===== src/rtl/ula_74181_seq.sv =====
// Nibble-serial sequencer for an external 4-bit 74181-style ALU slice.
// It runs one WORD_NIBBLES*4-bit operation, LSB nibble first, and chains the slice carry between nibbles.
module ula_74181_seq #(
    parameter int unsigned WORD_NIBBLES = 4
) (
    input  logic                      clk,
    input  logic                      rst_n,
    input  logic                      start,
    input  logic [4*WORD_NIBBLES-1:0] op_a,
    input  logic [4*WORD_NIBBLES-1:0] op_b,
    input  logic [3:0]                op_s,
    input  logic                      op_m,
    input  logic                      op_c_in,
    output logic                      busy,
    output logic                      done,
    output logic [4*WORD_NIBBLES-1:0] result,
    output logic                      c_out,
    output logic                      a_eq_b,
    output logic [3:0]                alu_a,
    output logic [3:0]                alu_b,
    output logic [3:0]                alu_s,
    output logic                      alu_m,
    output logic                      alu_c_in,
    input  logic [3:0]                alu_f,
    input  logic                      alu_c_out,
    input  logic                      alu_a_eq_b
);

    localparam int unsigned KW = (WORD_NIBBLES > 1) ? $clog2(WORD_NIBBLES) : 1;
    localparam logic [KW-1:0] K_LAST = KW'(WORD_NIBBLES - 1);

    typedef enum logic [1:0] {
        IDLE = 2'd0,
        RUN  = 2'd1,
        DONE = 2'd2
    } state_t;

    state_t                           state_q, state_d;
    logic [KW-1:0]                    k_q, k_d;
    logic [WORD_NIBBLES-1:0][3:0]     a_q, a_d;
    logic [WORD_NIBBLES-1:0][3:0]     b_q, b_d;
    logic [WORD_NIBBLES-1:0][3:0]     result_q, result_d;
    logic [3:0]                       s_q, s_d;
    logic                             m_q, m_d;
    logic                             carry_q, carry_d;
    logic                             eq_q, eq_d;
    logic                             c_out_q, c_out_d;
    logic                             a_eq_b_q, a_eq_b_d;
    logic                             busy_q, busy_d;
    logic                             done_q, done_d;

    always_comb begin
        state_d  = state_q;
        k_d      = k_q;
        a_d      = a_q;
        b_d      = b_q;
        result_d = result_q;
        s_d      = s_q;
        m_d      = m_q;
        carry_d  = carry_q;
        eq_d     = eq_q;
        c_out_d  = c_out_q;
        a_eq_b_d = a_eq_b_q;
        busy_d   = busy_q;
        done_d   = 1'b0;

        unique case (state_q)
            RUN: begin
                result_d[k_q] = alu_f;
                carry_d       = alu_c_out;
                eq_d          = eq_q & alu_a_eq_b;
                if (k_q == K_LAST) begin
                    state_d  = DONE;
                    busy_d   = 1'b0;
                    done_d   = 1'b1;
                    c_out_d  = alu_c_out;
                    a_eq_b_d = eq_q & alu_a_eq_b;
                end else begin
                    k_d = k_q + KW'(1);
                end
            end
            default: begin
                // IDLE and DONE accept a new request identically (back-to-back from DONE)
                busy_d = 1'b0;
                if (start) begin
                    state_d = RUN;
                    busy_d  = 1'b1;
                    k_d     = '0;
                    a_d     = op_a;
                    b_d     = op_b;
                    s_d     = op_s;
                    m_d     = op_m;
                    carry_d = op_c_in;
                    eq_d    = 1'b1;
                end else begin
                    state_d = IDLE;
                end
            end
        endcase
    end

    always_ff @(posedge clk or negedge rst_n) begin
        if (!rst_n) begin
            state_q  <= IDLE;
            k_q      <= '0;
            a_q      <= '0;
            b_q      <= '0;
            result_q <= '0;
            s_q      <= '0;
            m_q      <= 1'b0;
            carry_q  <= 1'b0;
            eq_q     <= 1'b0;
            c_out_q  <= 1'b0;
            a_eq_b_q <= 1'b0;
            busy_q   <= 1'b0;
            done_q   <= 1'b0;
        end else begin
            state_q  <= state_d;
            k_q      <= k_d;
            a_q      <= a_d;
            b_q      <= b_d;
            result_q <= result_d;
            s_q      <= s_d;
            m_q      <= m_d;
            carry_q  <= carry_d;
            eq_q     <= eq_d;
            c_out_q  <= c_out_d;
            a_eq_b_q <= a_eq_b_d;
            busy_q   <= busy_d;
            done_q   <= done_d;
        end
    end

    assign alu_a    = (state_q == RUN) ? a_q[k_q] : '0;
    assign alu_b    = (state_q == RUN) ? b_q[k_q] : '0;
    assign alu_s    = s_q;
    assign alu_m    = m_q;
    assign alu_c_in = carry_q;

    assign busy   = busy_q;
    assign done   = done_q;
    assign result = result_q;
    assign c_out  = c_out_q;
    assign a_eq_b = a_eq_b_q;

endmodule


===== config.mk =====
export PLATFORM = sky130hd
export DESIGN_NAME = ula_74181_seq
export DESIGN_NICKNAME = d
export VERILOG_FILES = /design/src/rtl/ula_74181_seq.sv
export SDC_FILE = /design/constraint.sdc
export NUM_CORES = 1
export LEC_CHECK = 0
export ABC_AREA = 1
export BUFFER_PORTS_ARGS = -buffer_cell sky130_fd_sc_hd__clkbuf_2
export CORE_UTILIZATION = 46
export DETAILED_ROUTE_END_ITERATION = 12
export PLACE_DENSITY_LB_ADDON = 0.05
export SYNTH_ARGS = -nofsm -noshare
export SYNTH_HDL_FRONTEND = slang
export SYNTH_SLANG_ARGS = --single-unit

===== constraint.sdc =====
create_clock -name clk -period 1.35 [get_ports clk]
set_input_delay 0.2025 -clock clk [delete_from_list [all_inputs] [get_ports clk]]
set_output_delay 0.2025 -clock clk [all_outputs]
set_load 0.01 [all_outputs]

## Word-level counts from Yosys, hierarchy flattened

Index checks and enable logic that the tools add are counted.

- Output and inout bits: 34
- Flip-flop bits (word level): 63
- Word-level logic and storage cells: 60
- Bits of input ports: 47

- Reductions and logical operators: 5
- Bitwise operators: 2
- Muxes and demuxes: 24
- Order comparisons: 2
- Eq/ne operators: 4
- $add $sub $neg: 1

Operators by type and width:

| cell | count |
|---|---|
| 4-bit 2-to-1 mux | 5 |
| 4-bit binary-select mux with 2-bit select | 2 |
| 16-bit bitwise mux | 1 |
| 1-bit 2-to-1 mux | 10 |
| 2-bit 2-to-1 mux | 5 |
| 4-bit demux with 2-bit select | 1 |
| 2-bit AND reduction | 3 |
| 2-bit inequality test, second input constant | 2 |
| 2-bit by 3-bit less-than comparator with 1-bit output, second input constant | 1 |
| 2-bit by 1-bit adder with 2-bit output, second input constant | 1 |
| 2-bit by 1-bit == test with 1-bit output, second input constant | 1 |
| 2-bit == test, second input constant | 1 |
| 2-bit by 1-bit >= comparator with 1-bit output, second input constant | 1 |
| 2-bit nonzero test | 1 |
| 1-bit bitwise AND | 1 |
| 1-bit logical AND | 1 |
| 1-bit NOT | 1 |

## Logic depth before layout (Yosys ltp)

- Word-level depth: 5
- Mapped depth: 8
- Depth with buffers taken out: 6

## Least setup slack after synthesis

Ideal clock, no wire load.

- Path type: register -> register
- Start: register k_q[0]
- End: register result_q (netlist bit result[0])
- Required time: 1.223 ns
- Arrival: 1.226 ns
- Path buffers: 2
- Setup time: 0.127 ns
- Period minus slack after synthesis: 1.353 ns
- Cell stages (with the launch flop): 8
- Path slack: -0.003 ns
- Cell sequence: dfrtp_1 -> buf_4 -> inv_2 -> buf_2 -> ha_1 -> nand2_1 -> nand2_1 -> o21ai_0

- Cells in the longest elaborated chain, start to end: 5
- Elaborated cells between the ends (all ways): 6
- Those cells by class: order compare (2); mux (3); reduce/logical (1)

RTL lines:

| element | RTL line | RTL |
|---|---|---|
| start, declared | 39 | `logic [KW-1:0] k_q, k_d;` |
| start signal, assigned | 119 | `k_q <= k_d;` |
| 2-bit by 3-bit less-than comparator with 1-bit output (not written as such) / 2-bit by 1-bit >= comparator with 1-bit output (equally long branches) | 69 | `result_d[k_q] = alu_f;` |
| 1-bit logical AND (not written as such) | 69 |  |
| 4-bit 2-to-1 mux (not written as such) | 69 |  |
| 4-bit demux with 2-bit select * | 69 |  |
| 16-bit bitwise mux * | 69 |  |
| end signal, assigned | 122 | `result_q <= result_d;` |
| end, declared | 42 | `logic [WORD_NIBBLES-1:0][3:0] result_q, result_d;` |

Mark *: on every way between the ends. The rest lies on a longest branch, timed or not.
A chain may end at the register's enable or synchronous reset.

## Worst setup path after layout

- Start: register k_q[0]
- End: output port alu_b[2]

- Cells in the longest elaborated chain, start to end: 3

RTL lines:

| element | RTL line | RTL |
|---|---|---|
| 4-bit binary-select mux with 2-bit select | 135 | `assign alu_b = (state_q == RUN) ? b_q[k_q] : '0;` |
| 4-bit 2-to-1 mux (not written as such) | 135 |  |
| 4-bit 2-to-1 mux | 135 |  |
| end, declared | 20 | `output logic [3:0] alu_b,` |

No other way between the ends. The select of a mux whose other input is x is not followed.

==> flow_summary_export.csv <==
group,metric,value,unit
detailed_routing,vias,2308,
logic_synthesis,yosys_register_bits,62,
floorplan,core-area,0.005574,mm2
logic_synthesis,synthSimpleGateAreaFrac,20.21,%
floorplan,io_pins,81,
detailed_routing,first_pass_iters,5,
worst_setup_path,crit_path_start_kind,"register",
floorplan,rows,27,
final_layout,antennaDiodeCount,0,
grt,grt.total_usage,20.65,%
logic_synthesis,synth_nets,368,
detailed_routing,drtAntennaViolNets,0,
worst_setup_path,r2r_cells,7,
min_path,hold_path_depth,3,
worst_setup_path,reg2reg_from,"state_q[1]",
placement,port_buffers,80,
clock_tree,clk_pin_slew,70,ps
clock_tree,cts_buffers,9,
worst_setup_path,worstPathRequired,1150,ps
logic_synthesis,synth_cell_types,19,
timing,rsz0062_at_grt,"true",
grt,antenna_found_initial,0,
final_layout,nets,460,
detailed_routing,drc,0,
timing,skew,8.217,ps
placement,placed_cell_area,0.003216,mm2
clock_tree,cts_tree,"yes",
final_layout,layout_commonest_cell,"nand2_1",
grt,grt_pass1_wl,9.722,mm
final_layout,ff_latch_area,0.001553,mm2
floorplan,initial_utilization,48.42,%
detailed_routing,drtIter0Drc,80,
clock_tree,cts_root_buf,"clkbuf_8",
timing,hold_ws,62.26,ps
min_path,hold_class,"primary input to register",
worst_setup_path,critPathArrivalTime,1380,ps
logic_synthesis,synthCells,317,
placement,routabilityCongestion,0.7507,
run,maxCapViolations,0,
timing,worst_slack,-229.3,ps
clock_tree,cts.sinks,62,
timing,setup_tns,-1738,ps
final_layout,final_cell_mix,"nand2_1 (104), clkbuf_2 (72), dfrtp_1 (61), inv_1 (41), o21ai_0 (40)",
timing,hold_viol,0,
timing,fmax,0.6332,GHz
timing,fin_crit_sh,117.0,%
worst_setup_path,endpoint_kind,"output port",
timing,worst_pin_slew,335.2,ps
power,total_power,8.886,mW
logic_synthesis,synthMuxAreaShare,0,%
outcome,status,"finished with violations",
timing,slew_headroom,77.65,%
timing,finalSetupViolations,8,
placement,place.detailed.hpwl,3.890,mm
logic_synthesis,syn_area,0.002699,mm2
clock_tree,clockBufferDepth,2,
timing,min_period,1579,ps
power,ir_worst_vdd,1.178,mV
logic_synthesis,synth-compound-area-share,11.17,%
grt,grt_pass1_vias,2148,
logic_synthesis,ys_warn_count,0,
floorplan,die_h,78.60,um
final_layout,drive_gt1_share,32.85,%
power,power_leakage,1.935,nW
final_layout,finish.instance_area,0.003592,mm2
logic_synthesis,synth_top_family_by_area,"simple AND/OR/NAND/NOR gates",
power,powerDensity,2474,mW/mm2
worst_setup_path,criticalPathCategory,"register to output port",
logic_synthesis,synth-xor-area-share,0,%
final_layout,n_fill_cell,506,
timing,drv_slew,0,
worst_setup_path,critPathMaxFanout,10,
clock_tree,h-tree-depth,3,
logic_synthesis,ys_seq_area_share,57.49,%
grt,grt_max_degree,63,
logic_synthesis,synth-adder-area-share,1.854,%
detailed_routing,wl,5.819,mm
detailed_routing,via_per_inst,4.749,
worst_setup_path,crit_start,"k_q[0]",
clock_tree,insertion_delay,330,ps
grt,overflow,0,
logic_synthesis,synth.avg_cell_area,8.514,um2
outcome,violations,"negative setup slack",
min_path,min-delay-start,"op_s[2]",
floorplan,die-area,0.006177,mm2
floorplan,fp.dieW,78.60,um
final_layout,multiInputGateArea,988.4,um2
final_layout,area_delta_synth_final,33.10,%
detailed_routing,avgRoutedWirePerCell,11.97,um
==> registers in the layout, summed over array words and instances (netlist names), 2 cells and up <==
register  flops
alu_s         4
result       16
b_q          16
a_q          16
state_q       2
k_q           2
==> per-layer routing <==
layer | share of wire [%] | track usage (%)
met5 | 0 | 0
met4 | 1.6 | 10.56
met1 | 48 | 27.54
met3 | 4.1 | 4.651
met2 | 46 | 31.48
==> report_power, final <==
group / switching [mW] / internal, mW / total [mW]
Clock: 0.688 / 1.09 / 1.77
Combinational: 2.39 / 1.58 / 3.97
Sequential: 0.392 / 2.76 / 3.15
Total: 3.46 / 5.42 / 8.89
==> logic make-up (layout without fill, tap and decap cells) <==
kind of cell             count (synthesis)  count (layout)
flip-flops                              62              62
AND/OR/NAND/NOR                        133             133
AO/OA/AOI/OAI                           60              60
buffers and inverters                   58             155
adder cells (fa/ha/maj)                  4               4
==> Yosys cell counts <==
master | count | area share, %
clkbuf_1 | 1 | 0.14
dfrtp_1 | 62 | 57
inv_1 | 41 | 5.7
clkinv_1 | 1 | 0.14
nor2_4 | 1 | 0.42
buf_4 | 1 | 0.28
ha_1 | 4 | 1.9
nor2_1 | 1 | 0.14
nand2_4 | 2 | 0.83
a31oi_1 | 1 | 0.23
buf_2 | 9 | 1.7
o21ai_0 | 41 | 7.6
buf_6 | 2 | 0.83
inv_4 | 1 | 0.23
inv_2 | 2 | 0.28
nand3_1 | 19 | 3.5
nand2_1 | 110 | 15
a21oi_1 | 8 | 1.5
o21ai_1 | 10 | 1.9
==> area by class of cell <==
type	count	area share (%)
clock buffer	12	4.040
tap	72	2.508
timing repair buffer	94	15.88
clock inverter	4	1.951
inverter	45	4.876
multi-input combinational	197	27.52
sequential	62	43.23
==> critical path, stage by stage (launching register included) <==
cell,delay (ps)
dfrtp_2,450
buf_6,160
nand2_2,70
nand3_2,70
a21oi_2,150
buf_2,150
==> path summary, 6_finish.rpt <==
path | end | slack, ps
min | alu_s[2] | 60
max reg2reg | b_q[14] | 50
min in group asynchronous | result[14] | 390
max in group asynchronous | k_q[0] | 670
max | alu_b[2] | -230
min reg2reg | alu_s[0] | 480
==> through the flow <==
| stage | std cells | setup slack [ps] | util [%] |
|---|---|---|---|
| 4_1_cts | 484 | -254.1 | 63.32 |
| 2_1_floorplan | 317 | 38.17 | - |
| 3_3_place_gp | 465 | 44.39 | 57.69 |
| 3_5_place_dp | 465 | 34.57 | 57.69 |
| 6_report | 486 | -229.3 | 64.44 |
| 5_1_grt | 486 | -309.2 | 64.44 |
==> repair_timing <==
item,CTS,global route
hold buffers,1,0
endpoints found under the hold margin,62,0
pin swaps,2,4
gates resized for setup,21,14
buffers inserted,2,1
setup endpoints to repair,9,45
gates cloned,0,1
(Power assumes the default switching activity.)
